**src/rtl/seg_pkg.sv**
```systemverilog
// rtl/seg_pkg.sv - shared font table and constants for the 8-digit seven-segment scan driver
package seg_pkg;

    localparam int SCAN_DIV_DEF  = 100000;
    localparam int BLINK_DIV_DEF = 50000000;
    localparam int DP_BIT        = 7;
    localparam logic [7:0] SEG_OFF = 8'hFF;

    // Active-low g..a per hex code; entry 15 is listed first.
    localparam logic [15:0][6:0] FONT = {
        7'h0E, 7'h06, 7'h21, 7'h46, 7'h03, 7'h08, 7'h10, 7'h00,
        7'h78, 7'h02, 7'h12, 7'h19, 7'h30, 7'h24, 7'h79, 7'h40
    };

endpackage

```
**src/rtl/seg_hex_decode.sv**
```systemverilog
// rtl/seg_hex_decode.sv - 4-bit hex code to active-low g..a segment pattern
module seg_hex_decode
    import seg_pkg::*;
(
    input  logic [3:0] code_i,
    output logic [6:0] seg_o
);

    assign seg_o = FONT[code_i];

endmodule

```
**src/rtl/seg_scan_driver.sv**
```systemverilog
// rtl/seg_scan_driver.sv - time-multiplexed 8-digit seven-segment driver with per-digit blink and dp
module seg_scan_driver
    import seg_pkg::*;
#(
    parameter int SCAN_DIV  = SCAN_DIV_DEF,
    parameter int BLINK_DIV = BLINK_DIV_DEF
) (
    input  logic       clk,
    input  logic       rst_n,
    input  logic [3:0] led0,
    input  logic [3:0] led1,
    input  logic [3:0] led2,
    input  logic [3:0] led3,
    input  logic [3:0] led4,
    input  logic [3:0] led5,
    input  logic [3:0] led6,
    input  logic [3:0] led7,
    input  logic [7:0] blink,
    input  logic [7:0] dot,
    input  logic       is_blink,
    output logic [7:0] an,
    output logic [7:0] seg
);

    localparam int SW = $clog2(SCAN_DIV);
    localparam int BW = $clog2(BLINK_DIV);
    localparam logic [SW-1:0] SCAN_LAST  = SW'(SCAN_DIV - 1);
    localparam logic [BW-1:0] BLINK_LAST = BW'(BLINK_DIV - 1);

    logic [SW-1:0] scan_cnt_q, scan_cnt_d;
    logic [2:0]    digit_q, digit_d;
    logic [BW-1:0] blink_cnt_q, blink_cnt_d;
    logic          blink_phase_q, blink_phase_d;
    logic          is_blink_prev_q;
    logic [7:0]    an_q, an_d;
    logic [7:0]    seg_q, seg_d;

    logic [3:0]    code;
    logic [6:0]    font_seg;
    logic          rise;
    logic          phase_eff;
    logic          blank;

    always_comb begin
        code = led0;
        case (digit_q)
            3'd1:    code = led1;
            3'd2:    code = led2;
            3'd3:    code = led3;
            3'd4:    code = led4;
            3'd5:    code = led5;
            3'd6:    code = led6;
            3'd7:    code = led7;
            default: code = led0;
        endcase
    end

    seg_hex_decode u_dec (
        .code_i (code),
        .seg_o  (font_seg)
    );

    // A fresh is_blink edge forces the visible phase even in the edge cycle itself.
    assign rise      = is_blink & ~is_blink_prev_q;
    assign phase_eff = rise ? 1'b0 : blink_phase_q;
    assign blank     = is_blink & blink[digit_q] & phase_eff;

    always_comb begin
        scan_cnt_d    = scan_cnt_q + 1'b1;
        digit_d       = digit_q;
        blink_cnt_d   = blink_cnt_q + 1'b1;
        blink_phase_d = blink_phase_q;
        if (scan_cnt_q == SCAN_LAST) begin
            scan_cnt_d = '0;
            digit_d    = digit_q + 3'd1;
        end
        if (rise) begin
            blink_cnt_d   = '0;
            blink_phase_d = 1'b0;
        end else if (blink_cnt_q == BLINK_LAST) begin
            blink_cnt_d   = '0;
            blink_phase_d = ~blink_phase_q;
        end
        an_d  = ~(8'b1 << digit_q);
        seg_d = blank ? SEG_OFF : {~dot[digit_q], font_seg};
    end

    always_ff @(posedge clk) begin
        if (!rst_n) begin
            scan_cnt_q      <= '0;
            digit_q         <= '0;
            blink_cnt_q     <= '0;
            blink_phase_q   <= 1'b0;
            is_blink_prev_q <= 1'b0;
            an_q            <= SEG_OFF;
            seg_q           <= SEG_OFF;
        end else begin
            scan_cnt_q      <= scan_cnt_d;
            digit_q         <= digit_d;
            blink_cnt_q     <= blink_cnt_d;
            blink_phase_q   <= blink_phase_d;
            is_blink_prev_q <= is_blink;
            an_q            <= an_d;
            seg_q           <= seg_d;
        end
    end

    assign an  = an_q;
    assign seg = seg_q;

endmodule
```
**config.mk**
```make
export PLATFORM = sky130hd
export DESIGN_NAME = seg_scan_driver
export DESIGN_NICKNAME = d
export VERILOG_FILES = /design/src/rtl/seg_pkg.sv /design/src/rtl/seg_hex_decode.sv /design/src/rtl/seg_scan_driver.sv
export SDC_FILE = /design/constraint.sdc
export NUM_CORES = 1
export LEC_CHECK = 0
export ABC_AREA = 1
export CAP_MARGIN = 25
export CELL_PAD_IN_SITES_DETAIL_PLACEMENT = 0
export CELL_PAD_IN_SITES_GLOBAL_PLACEMENT = 1
export CORE_MARGIN = 4
export CORE_UTILIZATION = 30
export DETAILED_ROUTE_END_ITERATION = 10
export MAX_ROUTING_LAYER = met4
export PLACE_DENSITY_LB_ADDON = 0.1
export SYNTH_ARGS = -nofsm -noshare
export SYNTH_HDL_FRONTEND = slang
export SYNTH_SLANG_ARGS = --single-unit
```
**constraint.sdc**
```tcl
create_clock -name clk -period 2.8 [get_ports clk]
set_input_delay 0.56 -clock clk [delete_from_list [all_inputs] [get_ports clk]]
set_output_delay 0.56 -clock clk [all_outputs]
set_load 0.02 [all_outputs]
```
* Yosys cells after proc, flatten, opt, wreduce, memory -nomap -nowiden *
Memory sizes are Yosys's and may differ from the RTL's. A register that Yosys moved wholly into a read port is not among the register bits.
Cells that the tools add are included.
W data, S select, Z words.

storage, ports and cells
  logic and storage cells = 42
  input port bits = 51
  output and inout bits = 16
  bits in latches = 0
  flip-flop bits (word level) = 64
  bits in read-only memories = 112
  bits in writable memories = 0
  memories = 1

memory list
  memory           depth  width  read ports  clocked after memory_dff  write ports  RTL line             text
  (no name shown)  16     7      1           1                         0            seg_hex_decode.sv:9  assign seg_o = FONT[code_i];

cells by class
  bitwise gates (word level) = 8
  $lt $le $gt $ge = 2
  reductions and logical operators = 4
  $add $sub $neg = 3
  muxes and demuxes = 7
  divide/modulo/power cells = 0
  $mul = 0
  equal/unequal tests = 9
  shifts and indexed selects = 1

operators by type and width
  kind                     count
  $pmux W4 S7              1
  $add A26 B1 Y26 const B  1
  $eq A26 B26 Y1 const B   1
  $add A17 B1 Y17 const B  1
  $eq A17 B17 Y1 const B   1
  $eq A3 B3 Y1 const B     4
  $not A8 Y8               1
  $shl A1 B3 Y8 const A    1
  $mux W7                  1
  $bmux W1 S3              2
  $eq A3 B2 Y1 const B     2
  $reduce_or A2 Y1         3
  $lt A4 B5 Y1 const B     1
  $lt A3 B4 Y1 const B     1
  $not A1 Y1               4
  $add A3 B1 Y3 const B    1
  $and A1 B1 Y1            3
  $eq A3 B1 Y1 const B     1
  $mux W1                  3
  $reduce_or A3 Y1         1

* Longest topological paths before layout *
  depth in word-level cells = 5
  mapped depth = 17
  mapped depth without buffers = 15

* Cells and area by module *
Synthesis repeated with hierarchy kept, for this count alone.

unflattened totals
  cells, all modules = 600
  area total of the unflattened synthesis = 3768.6 sq um

by module, submodules not included
  module           cells each  seq. area each (sq um)  instances  area an instance (sq um)
  seg_scan_driver  551         1281.2                  1          3494.6
  seg_hex_decode   49          0.0                     1          274.0

* Worst setup path before layout *
OpenSTA, ideal clock, no wires.

  path kind = register to register
  start = register digit_q[0]
  end = register seg_q[1] (netlist: seg[1])
  path buffers = 2
  cell stages (with the launch flop) = 17
  required time = 2.687 ns
  path slack = 0.690 ns
  library setup time = 0.113 ns
  clock period less this slack = 2.110 ns
  arrival = 1.997 ns
  cell sequence = dfxtp_1 buf_2 inv_2 ha_1 buf_4 nand2_1 inv_1 nand2_1 nand2_1 nor2_1 nand2_1 nor2_2 ha_1 nand2_1 nor2_1 nor2_1 nand2_1

on the way
  longest elaborated chain between the ends = 5
  elaborated cells between the ends (all ways) = 13
  those cells by class = eq/ne (7); mux (3); bitwise (2); reduce/logical (1)

RTL lines
  what                           RTL line               text
  start, declared                seg_scan_driver.sv:31  logic [2:0] digit_q, digit_d;
  start signal, assigned         seg_scan_driver.sv:99  digit_q <= digit_d;
  $bmux W1 S3                    seg_scan_driver.sv:66  assign blank = is_blink & blink[digit_q] & phase_eff;
  $mux W1 (not written as such)  seg_scan_driver.sv:66
  $and A1 B1 Y1 (2 in a row)     seg_scan_driver.sv:66
  $reduce_or A2 Y1 (no line)     -
  end, declared                  seg_scan_driver.sv:36  logic [7:0] seg_q, seg_d;

Several ways; a longest one is shown, not always the timed one. The select of a mux whose other input is x is not followed.
A chain may end at the register's enable or synchronous reset.

* Worst setup path after layout *
  start = register digit_q[0]
  end = register seg_q[3] (netlist: seg[3])

Same word-level chain as after synthesis.

==> out/metrics.yaml <==
routing:
  detail-route-antenna-nets: 0
  via_per_inst: 4.400
  num_vias: 3568
  drc: 0
  wl_mm: 10.14
  drt_first_pass_iters: 4
  wire_per_inst_um: 12.50
  drtIter0Drc: 159
worst_setup_path:
  cp_max_fo: 11
  cp_slowest_stage_delay_ns: 0.50
  worstPathArrival_ns: 2.55
  reg2reg_from: "digit_q[0]$_SDFFE_PN0P_"
  startpoint: "digit_q[0]$_SDFFE_PN0P_"
  worstPathCellList: "inv_2, ha_1, nor2_4, nand3_1, nor2_1, nor2_2, inv_1, ha_1, nand2_2, nand3_1, nand2_1, nand2_1"
  critical_path_class: "reg2reg"
  crit_family: "simple AND/OR/NAND/NOR gates"
  path_buf_inv: 2
  slowest_stage: "ha_1"
  cp-start-kind: "flip-flop"
  setup.worst_path.end_class: "flip-flop"
  crit_required_ns: 3.01
clock_network:
  clk_pin_slew_ns: 0.06
  cts_sinks: 64
  insertion_delay_ns: 0.33
  cts_setup_buffers: 0
  cts_made_buffers: 9
  postCtsHoldBufs: 0
  htree_num_levels: 3
  clk_path_buf_depth: 2
  clockRootBuffer: "clkbuf_16"
  cts_tree: "built"
  post_cts_resized: 0
flow_run:
  cap_violations: 0
synthesis:
  synth_nets: 632
  synth_cell_type_count: 31
  yosys_warnings: 0
  ys_seq_area_share_pct: 34.05
  synthCells: 567
  ys_ff_latch: 64
  avgSynthCellArea_um2: 6.636
  syn-cell-area_mm2: 0.003762
power:
  leakagePower_nw: 1.952
  powerDensity_mw_per_mm2: 470.5
  vdd_drop_max_v: 0.0003262
  power_w: 0.002295
grt:
  grt_pass1_vias: 3500
  grt_overflow_total: 0
  grt_usage_pct: 15.18
  grt_max_degree: 26
  antenna_found_initial: 0
  grt_pass1_wl_mm: 16.96
floorplanning:
  die-area_mm2: 0.01440
  start_util_pct: 30.94
  std_cell_rows: 40
  fp.dieW_um: 120.0
  ioPinCount: 67
  coreArea_mm2: 0.01216
  die_h_um: 120.0
sta:
  slew-limit-headroom_pct: 66.47
  fmaxAchievable_mhz: 426.8
  final-hold-violation-count: 0
  period_share_pct: 83.67
  skew_ns: 0.006013
  whs_ns: 0.4544
  rsz0062_at_grt: "no"
  worst_pin_slew_ns: 0.5017
  setup_violations: 0
  period_minus_slack_ns: 2.343
  slew_violations: 0
  timing.setup.tns_ns: 0
layout:
  stdcell_area_mm2: 0.004877
  regArea_mm2: 0.001281
  drive_gt1_share_pct: 9.176
  num_antenna_cells: 0
  multiInputGateArea_mm2: 0.002137
  syn2layout_area_growth_pct: 29.63
  fin_nets: 704
  final-instance-count-excl-fill: 811
  fillers: 1334
placed_design:
  placed_cell_area_mm2: 0.004574
  gp_congestion: 0.8400
  port_buffers: 66
  placed_cells: 796
  dpl.hpwl_mm: 8.056
min_path:
  hp-start: "scan_cnt_q[0]$_SDFF_PP0_"
  min_path_type: "reg2reg"
outcome:
  status: "completed"
## cell type report
cell class / instances / share of cell area (%)
Timing Repair Buffer: 71 / 14.32
Multi-Input combinational cell: 427 / 43.82
Tap cell: 168 / 4.310
Inverter: 66 / 5.080
Clock buffer: 11 / 4.772
Clock inverter: 4 / 1.437
Sequential cell: 64 / 26.27
## Yosys cell counts
master	n	area share (%)
nor2_2	18	3.0
nor3_2	2	0.53
buf_12	1	0.53
nor2_1	74	7.4
nand3b_1	4	0.80
ha_1	14	4.7
xnor2_1	3	0.70
nand3_1	55	7.3
nand3_4	1	0.47
buf_2	1	0.13
xor2_1	11	2.6
nor3b_2	1	0.33
buf_4	3	0.60
nor3_1	7	0.93
or2_0	2	0.33
buf_6	4	1.2
dfxtp_1	64	34
nand4_1	13	2.2
nand2_1	169	17
a21boi_0	1	0.20
a32o_1	2	0.53
nand2_2	7	1.2
nand3_2	3	0.80
a21oi_1	27	3.6
nor3b_1	4	0.80
clkbuf_1	1	0.10
inv_1	60	6.0
nor2_4	2	0.60
o21ai_0	6	0.80
inv_2	6	0.60
nand2_4	1	0.30
## where the power goes
group          leakage, nW  internal (W)  switching [W]
Combinational         1.28      0.000104      0.0000852
Sequential           0.520      0.000928     0.00000714
Clock                0.149      0.000771       0.000399
## per-stage QoR
step | util [%] | setup slack (ns)
after floorplan | - | 0.6902
after global placement | 37.61 | 0.5080
after detailed placement | 37.61 | 0.4727
after CTS | 40.10 | 0.4536
after global routing | 40.10 | 0.1660
final | 40.10 | 0.4572
## metal layers
layer / routed length, um / up-vias / GRT usage (%)
met3: 311 / 20 / 3.582
li1: - / 1932 / -
met5: 0 / - / -
met1: 4716 / 1566 / 18.85
met2: 4836 / 50 / 23.78
met4: 276 / 0 / 6.156
## cells by family (layout without fill, tap and decap cells)
kind of cell | after synthesis | count (layout) | share of synthesized area [%]
AO/OA/AOI/OAI | 36 | 36 | 5.122
XOR/XNOR | 14 | 14 | 3.259
adder cells (fa/ha/maj) | 14 | 14 | 4.656
buffers and inverters | 76 | 152 | 9.145
flip-flops | 64 | 64 | 34.05
AND/OR/NAND/NOR | 363 | 363 | 43.76
## final timing paths
path	slack (ns)	cells after the start	end
max	0.46	12	seg[3]$_SDFF_PP1_
max reg2reg	0.46	12	seg[3]$_SDFF_PP1_
min	0.45	1	scan_cnt_q[0]$_SDFF_PP0_
min reg2reg	0.45	1	scan_cnt_q[0]$_SDFF_PP0_
## sequential cells by signal, summed over array words and instances (netlist names)
| name | count |
|---|---|
| blink_cnt_q | 26 |
| an | 8 |
| seg | 8 |
| scan_cnt_q | 17 |
| is_blink_prev_q | 1 |
| digit_q | 3 |
| blink_phase_q | 1 |
## cells in the final DEF (no fill, tap or decap), types with 3 or more instances in the layout
master / count
nand2_1: 169
nor2_1: 74
clkdlybuf4s50_1: 66
dfxtp_1: 64
inv_1: 60
nand3_1: 55
a21oi_1: 27
nor2_2: 18
ha_1: 14
nand4_1: 13
xor2_1: 11
clkbuf_16: 9
nand2_2: 7
nor3_1: 7
inv_2: 6
o21ai_0: 6
buf_4: 5
nand3b_1: 4
nor3b_1: 4
nand3_2: 3
xnor2_1: 3
(Power assumes the default switching activity.)
